--- config.mk ---
export PLATFORM = sky130hd
export DESIGN_NAME = register_file_8x16
export DESIGN_NICKNAME = d
export VERILOG_FILES = /design/src/rtl/register_file_8x16_pkg.sv /design/src/rtl/register_file_8x16_reg_cell_sr.sv /design/src/rtl/register_file_8x16.sv
export SDC_FILE = /design/constraint.sdc
export NUM_CORES = 1
export LEC_CHECK = 0
export CAP_MARGIN = 20
export CORE_UTILIZATION = 60
export DETAILED_ROUTE_END_ITERATION = 10
export PLACE_DENSITY = 0.76
export SLEW_MARGIN = 25
export SYNTH_ARGS = -nofsm -noshare
export SYNTH_HDL_FRONTEND = slang
export SYNTH_HIERARCHICAL = 1
export SYNTH_SLANG_ARGS = --single-unit
--- constraint.sdc ---
create_clock -name Clock -period 3.6 [get_ports Clock]
set_input_delay 1.08 -clock Clock [delete_from_list [all_inputs] [get_ports Clock]]
set_output_delay 1.08 -clock Clock [all_outputs]
set_load 0.05 [all_outputs]
--- src/rtl/register_file_8x16_pkg.sv ---
// rtl/register_file_8x16_pkg.sv - shared encodings for the 8x16 register file
package register_file_8x16_pkg;

    localparam logic [1:0] FS_DEC  = 2'b00;
    localparam logic [1:0] FS_INC  = 2'b01;
    localparam logic [1:0] FS_LOAD = 2'b10;
    localparam logic [1:0] FS_CLR  = 2'b11;

    localparam logic [2:0] SEL_R1 = 3'b000;
    localparam logic [2:0] SEL_R2 = 3'b001;
    localparam logic [2:0] SEL_R3 = 3'b010;
    localparam logic [2:0] SEL_R4 = 3'b011;
    localparam logic [2:0] SEL_S1 = 3'b100;
    localparam logic [2:0] SEL_S2 = 3'b101;
    localparam logic [2:0] SEL_S3 = 3'b110;
    localparam logic [2:0] SEL_S4 = 3'b111;

    localparam int EN_BIT_1 = 0;
    localparam int EN_BIT_2 = 1;
    localparam int EN_BIT_3 = 2;
    localparam int EN_BIT_4 = 3;

    localparam int NUM_REGS = 8;

endpackage

--- src/rtl/register_file_8x16_reg_cell_sr.sv ---
// rtl/register_file_8x16_reg_cell_sr.sv - one register with dec/inc/load/clear and sync reset
module reg_cell_sr
    import register_file_8x16_pkg::*;
#(
    parameter int WIDTH = 16
) (
    input  logic             Clock,
    input  logic             Reset,
    input  logic             E,
    input  logic [1:0]       FunSel,
    input  logic [WIDTH-1:0] I,
    output logic [WIDTH-1:0] Q
);

    logic [WIDTH-1:0] q_q;
    logic [WIDTH-1:0] q_d;

    always_comb begin
        q_d = q_q;
        if (E) begin
            case (FunSel)
                FS_DEC:  q_d = q_q - WIDTH'(1);
                FS_INC:  q_d = q_q + WIDTH'(1);
                FS_LOAD: q_d = I;
                FS_CLR:  q_d = '0;
                // an unknown select holds rather than corrupting the register
                default: q_d = q_q;
            endcase
        end
    end

    always_ff @(posedge Clock) begin
        if (Reset) begin
            q_q <= '0;
        end else begin
            q_q <= q_d;
        end
    end

    assign Q = q_q;

endmodule

--- src/rtl/register_file_8x16.sv ---
// rtl/register_file_8x16.sv - R1-R4 / S1-S4 register file with two combinational read ports
module register_file_8x16
    import register_file_8x16_pkg::*;
#(
    parameter int WIDTH = 16
) (
    input  logic             Clock,
    input  logic             Reset,
    input  logic [WIDTH-1:0] I,
    input  logic [1:0]       FunSel,
    input  logic [3:0]       RegSel,
    input  logic [3:0]       ScrSel,
    input  logic [2:0]       OutASel,
    input  logic [2:0]       OutBSel,
    output logic [WIDTH-1:0] OutA,
    output logic [WIDTH-1:0] OutB
);

    // enable index matches the read-select encoding: 0-3 general, 4-7 scratch
    logic [NUM_REGS-1:0] en;
    logic [WIDTH-1:0]    regs [NUM_REGS];

    assign en = {ScrSel, RegSel};

    for (genvar g = 0; g < NUM_REGS; g++) begin : g_cell
        reg_cell_sr #(
            .WIDTH (WIDTH)
        ) u_cell (
            .Clock  (Clock),
            .Reset  (Reset),
            .E      (en[g]),
            .FunSel (FunSel),
            .I      (I),
            .Q      (regs[g])
        );
    end

    always_comb begin
        OutA = regs[OutASel];
        OutB = regs[OutBSel];
    end

endmodule

==> results.toml <==
[route]
route.detailed.wl_per_inst_microns = 23.9
drt.antenna.violating_nets = 0
num_vias = 15900
finalWirelength_mm = 55.2
post-route-drc-count = 0
drt-pass1-iter-count = 6
drt-vias-per-instance = 6.86
dr.first_iter.drc_count = 1836

[worst_setup_path]
rr_worst_depth = 8
worst-path-max-fanout = 11
timing.rr.end = "g_cell[1].u_cell/Q[14]$_SDFFE_PP0P_"
crit_path_end_kind = "primary output"
critPathKind = "in -> out"
arrival_time_reported_for_the_critical_path_endpoint_ns = 2.50
reg2reg_slack_ns = 1.04
worst-endpoint-required_ns = 2.52
critical_path.startpoint_type = "input pin"
rr_startpoint = "g_cell[1].u_cell/Q[0]$_SDFFE_PP0P_"

[sta]
maxSlewViolCount = 0
final_min_period_over_clock_period_pct = 99.4
finalWorstPathRequiredPeriod_ns = 3.58
grt_setup_unrepaired = "no"
setup_tns_ns = 0
max_clock_freq_mhz = 279
worst_clock_skew_ns = 0.0120
tightestPinTransition_ns = 1.03
finalHoldWorstSlack_ns = 0.535
timing.max_slew.rel_slack_pct = 31.3
report.final.hold_viol_count = 0
setup_violators_final = 0

[floorplan]
io_pins = 66
die_w_microns = 158
initial_core_util_pct = 61.7
die_area_sq_mm = 0.0251
die_height_microns = 158
core_area_sq_mm = 0.0238
std_cell_rows = 56

[global_route]
pin_count_of_the_biggest_net_entering_global_routing = 69
globalRouteMet1Util_pct = 55.2
gr-usage-met2_pct = 67.2
grt_busiest_layer = "met2"
grt_first_pass_wirelength_mm = 83.3
globalRouteOverflowTotal = 0
grt_usage_pct = 44.2
grt_pass1_vias = 14900
global_route.usage.met3_pct = 12.2
antenna_found_initial = 2

[layout]
area_delta_synth_final_pct = 25.4
layout_commonest_cell = "sky130_fd_sc_hd__buf_4"
n_antenna_cell = 0
drive_above_1_share_pct = 26.6
n_fill_cell = 1690
design.final.nets = 2143
layout_common_cells = "334 x sky130_fd_sc_hd__buf_4, 149 x sky130_fd_sc_hd__nor2_1, 128 x sky130_fd_sc_hd__dfxtp_1, 120 x sky130_fd_sc_hd__ha_1, 106 x sky130_fd_sc_hd__a21oi_1"
largest_register_ff_count = 128
count_of_placed_standard_cells_in_the_final_layout_fillers_left_out = 2312

[clock_tree]
clock_tree_root_buffer_cell = "sky130_fd_sc_hd__clkbuf_16"
level_count_of_the_clock_h_tree = 4
cts_made_buffers = 17
clk_latency_ns = 0.45
cts-root-to-sink-buffers = 2
clk_pin_slew_worst_paths_ns = 0.06
cts.sinks = 128
tritoncts = "done"

[yosys]
synth_edf_count = 0
post_synth.cell_area_avg_sq_um = 8.68
syn_nets = 1851
synth-seq-cells = 128
most_common_flop_cell_mapped_by_yosys = "sky130_fd_sc_hd__dfxtp_1"
synth_warnings = 6
syn-cell-area_sq_mm = 0.0147
yosysSeqAreaShare_pct = 17.5
synth_async_sr_flop_share_pct = 0
synth.lib_cells_used.distinct = 79
synth_cells = 1689

[min_path]
hold_start = "g_cell[2].u_cell/Q[2]$_SDFFE_PP0P_"
whs_path_depth = 2
holdCritPathClass = "reg -> reg"
worstHoldEndpoint = "g_cell[2].u_cell/Q[2]$_SDFFE_PP0P_"

[placed_design]
post-dp-hpwl_mm = 40.0
buffer_ports.inserted = 65
gp_congestion = 0.975
post-place-cells = 2275

[pwr]
vdd.ir_drop.worst_v = 0.000278
p_per_area_mw_per_mm2 = 416
finalPower_mw = 7.64
p_leak_nw = 8.18

[status]
outcome = "finished, final reports clean"

[run]
timing.max_cap.violations = 0
cells by family after synthesis:
family | after synthesis | share of synthesized area [%]
fa+ha+maj | 128 | 11.3
xor+xnor | 64 | 3.82
buf+inv | 158 | 4.96
simple gates | 524 | 18.6
mux | 112 | 14.8
compound gates | 575 | 29.0
flops | 128 | 17.5
synth_stat cells (35+ instances only):
cell type	n	area, sq um
sky130_fd_sc_hd__xnor2_1	45	394
sky130_fd_sc_hd__a211oi_1	74	556
sky130_fd_sc_hd__mux2_2	35	394
sky130_fd_sc_hd__inv_1	45	169
sky130_fd_sc_hd__nor2_1	149	559
sky130_fd_sc_hd__dfxtp_1	128	2560
sky130_fd_sc_hd__a21o_1	56	420
sky130_fd_sc_hd__o21ai_0	46	230
sky130_fd_sc_hd__nor2b_1	70	438
sky130_fd_sc_hd__a31oi_1	37	231
sky130_fd_sc_hd__a21oi_1	106	531
sky130_fd_sc_hd__ha_1	120	1500
sky130_fd_sc_hd__mux4_1	56	1470
sky130_fd_sc_hd__nand2_1	98	368
sky130_fd_sc_hd__clkbuf_1	59	221
worst max-delay path by stage:
stage                          start                                  end  slack [ns]  depth (start not counted)
final                     OutBSel[0]                             OutB[11]        0.02                          5
after global routing       FunSel[0]  g_cell[2].u_cell/Q[15]$_SDFFE_PP0P_       0.003                         12
after CTS                 OutASel[0]                              OutA[3]       -0.02                          5
after detailed placement   FunSel[0]  g_cell[1].u_cell/Q[14]$_SDFFE_PP0P_       -0.32                         11
after global placement     FunSel[0]  g_cell[1].u_cell/Q[14]$_SDFFE_PP0P_       -0.28                         11
after floorplan            FunSel[1]  g_cell[0].u_cell/Q[12]$_SDFFE_PP0P_        0.19                         10
per-stage QoR:
stage               util [%]  instance area, sq um  worst slack [ns]
floorplan                  -                 14700             0.191
global placement        74.0                 17600            -0.283
detailed placement      74.0                 17600            -0.323
CTS                     76.9                 18300           -0.0195
global route            77.4                 18400           0.00277
finish                  77.4                 18400            0.0202
critical path, cell delays in order:
cell and delay (ns):
sky130_fd_sc_hd__buf_6 0.14, sky130_fd_sc_hd__buf_12 0.16, sky130_fd_sc_hd__mux4_1 0.61, sky130_fd_sc_hd__mux2_2 0.30
sky130_fd_sc_hd__buf_4 0.19
area by class of cell:
cell class | count | area, sq um | share of cell area (%)
tap | 319 | 399 | 2.17
inverter | 45 | 169 | 0.919
clock buffer | 18 | 439 | 2.39
timing repair buffer | 386 | 3270 | 17.8
clock inverter | 13 | 163 | 0.885
sequential | 128 | 2560 | 13.9
multi-input combinational | 1403 | 11400 | 61.9
per-layer routing:
layer / vias up / wire (microns) / share of wire (%)
met3: 255 / 6880 / 12
met1: 7505 / 21200 / 39
met4: 2 / 3570 / 6.5
li1: 7131 / - / -
met5: - / 11 / 0.020
met2: 971 / 23400 / 42
power breakdown:
| group | internal (mW) | leakage, nW | switching (mW) |
|---|---|---|---|
| logic | 1.87 | 6.83 | 2.02 |
| registers | 1.57 | 1.06 | 0.312 |
| clock network | 1.11 | 0.289 | 0.764 |
what timing repair did:
action                                  in CTS  in global routing
endpoints found under the setup margin      32                 24
gates resized for setup                     13                 16
hold buffers                                 0                  0
setup buffers                                1                  0
cloned                                       2                  3
No activity file was read; power rests on OpenSTA's default activity.
==> edit, RTL diff (config.mk and constraints unchanged) <==
`WIDTH` is set to 16 in 2 places; all go to 20.
--- a/src/rtl/register_file_8x16_reg_cell_sr.sv
+++ b/src/rtl/register_file_8x16_reg_cell_sr.sv
@@ -4,3 +4,3 @@
 #(
-    parameter int WIDTH = 16
+    parameter int WIDTH = 20
 ) (
--- a/src/rtl/register_file_8x16.sv
+++ b/src/rtl/register_file_8x16.sv
@@ -4,3 +4,3 @@
 #(
-    parameter int WIDTH = 16
+    parameter int WIDTH = 20
 ) (
Ports: changed (resized I, OutA and OutB); port bits go from 66 to 78. The function was not compared with the original's and may differ.
==> edit against the original RTL <==
- the flow now finishes with violations (negative setup slack)
- power is 17% higher
- routed wire length is 21% higher
- register-to-register slack worse by 0.16 ns
- worst setup slack worse by 0.080 ns
- critical path type unchanged
- sequential cell count is 32 higher
- cell count is 19% higher
- hold slack worse by 0.013 ns
- area after synthesis is 21% higher
- maximum frequency is 2.2% lower
- cell area is 15% higher
==> edit: results (changes against the original RTL) <==
- Worst-Margin Slew: 1.070 ns (+0.04271 ns)
- M1 WL: 25.52 mm (+20%)
- Wire per inst: 24.21 µm (+1.5%)
- Overall Global Routing Usage: 0.4372 (-0.004390)
- Buffers on Ports: 77 (+18%)
- Met3 usage: 0.1389 (+0.01641)
- Vias in the first global route: 17600 (+18%)
- DP Worst Slack: -0.2496 ns (+0.07298 ns)
- DR WL met2: 28.52 mm (+22%)
- Setup Viol. Count Final: 9 (+9)
- Clock buf count: 19 (+1)
- P_leak: 9.377 nW (+15%)
- Buffers, non-clock: 354 (-8.3%)
- Seq/Total Area, Yosys: 0.1801 (+0.005403)
- HPWL after DPL: 49.54 mm (+24%)
- Share of cells above drive strength 1: 0.1951 (-0.07082)
- Post-cts repair resize count: 44 (+31)
- Sequential Power: 2.36 mW (+26%)
- Outcome: finished, violations left
- Final nets: 2558 (+19%)
- Failing checks: negative setup slack
- Synth top area cells: dfxtp_1 18%, mux4_1 12%, ha_1 11%
- Initial drt markers: 2211 (+20%)
- Max incr delay on CP: 0.57 ns (-0.04 ns)
- Met1 GRT Util: 0.5458 (-0.006675)
- Clock buf/inv share: 0.02907 (-0.003656)
- Flop pwr share: 0.265 (+0.019)
- Inverters, non-clock: 48 (+6.7%)
- Fraction of area in registers: 0.1516 (+0.01223)
- Fillers: 2304 (+36%)
- Final setup margin: -0.05999 ns (-0.08019 ns)
- Met2 Usage GRT: 0.6632 (-0.009139)
-- edit: cell count changes after synthesis, sizes merged, moves of 13 or more --
| cell | before | now |
|---|---|---|
| xnor2 | 45 | 68 |
| clkbuf | 61 | 92 |
| mux4 | 64 | 80 |
| nor2 | 149 | 222 |
| o211ai | 22 | 50 |
| dfxtp | 128 | 160 |
| xor2 | 19 | 41 |
| and3 | 3 | 25 |
| o21ai | 62 | 125 |
| nor2b | 73 | 60 |
| ha | 120 | 152 |
| nand3 | 29 | 57 |
| a21oi | 124 | 164 |
| nand2 | 107 | 182 |
-- edit: metrics by stage --
stage	setup TNS, ns	instances	area (µm²)
3_5_place_dp	-8.830	2721	20360
6_report	-0.1247	2759	21130
5_1_grt	-0.04070	2757	21130
3_3_place_gp	-6.085	2721	20360
2_1_floorplan	0	2127	17790
4_1_cts	-0.05562	2757	21130
-- edit: cells by family after synthesis --
family	after synthesis	synth area share
AOI/OAI and AO/OA	708	0.2694
and+or+nand+nor	665	0.1755
buffers and inverters	188	0.05221
adders and majority gates	160	0.1159
DFF	160	0.1801
muxes	137	0.1531
xor gates and xnor gates	109	0.05368
-- edit: worst paths after layout --
path                                  startpoint                                   to  slack [ns]  depth (start not counted)
max                                   OutASel[0]                              OutA[1]       -0.06                          5
min          g_cell[5].u_cell/Q[10]$_SDFFE_PP0P_  g_cell[5].u_cell/Q[10]$_SDFFE_PP0P_        0.52                          2
max reg2reg   g_cell[7].u_cell/Q[0]$_SDFFE_PP0P_  g_cell[7].u_cell/Q[18]$_SDFFE_PP0P_        0.88                         10
min reg2reg  g_cell[5].u_cell/Q[10]$_SDFFE_PP0P_  g_cell[5].u_cell/Q[10]$_SDFFE_PP0P_        0.52                          2
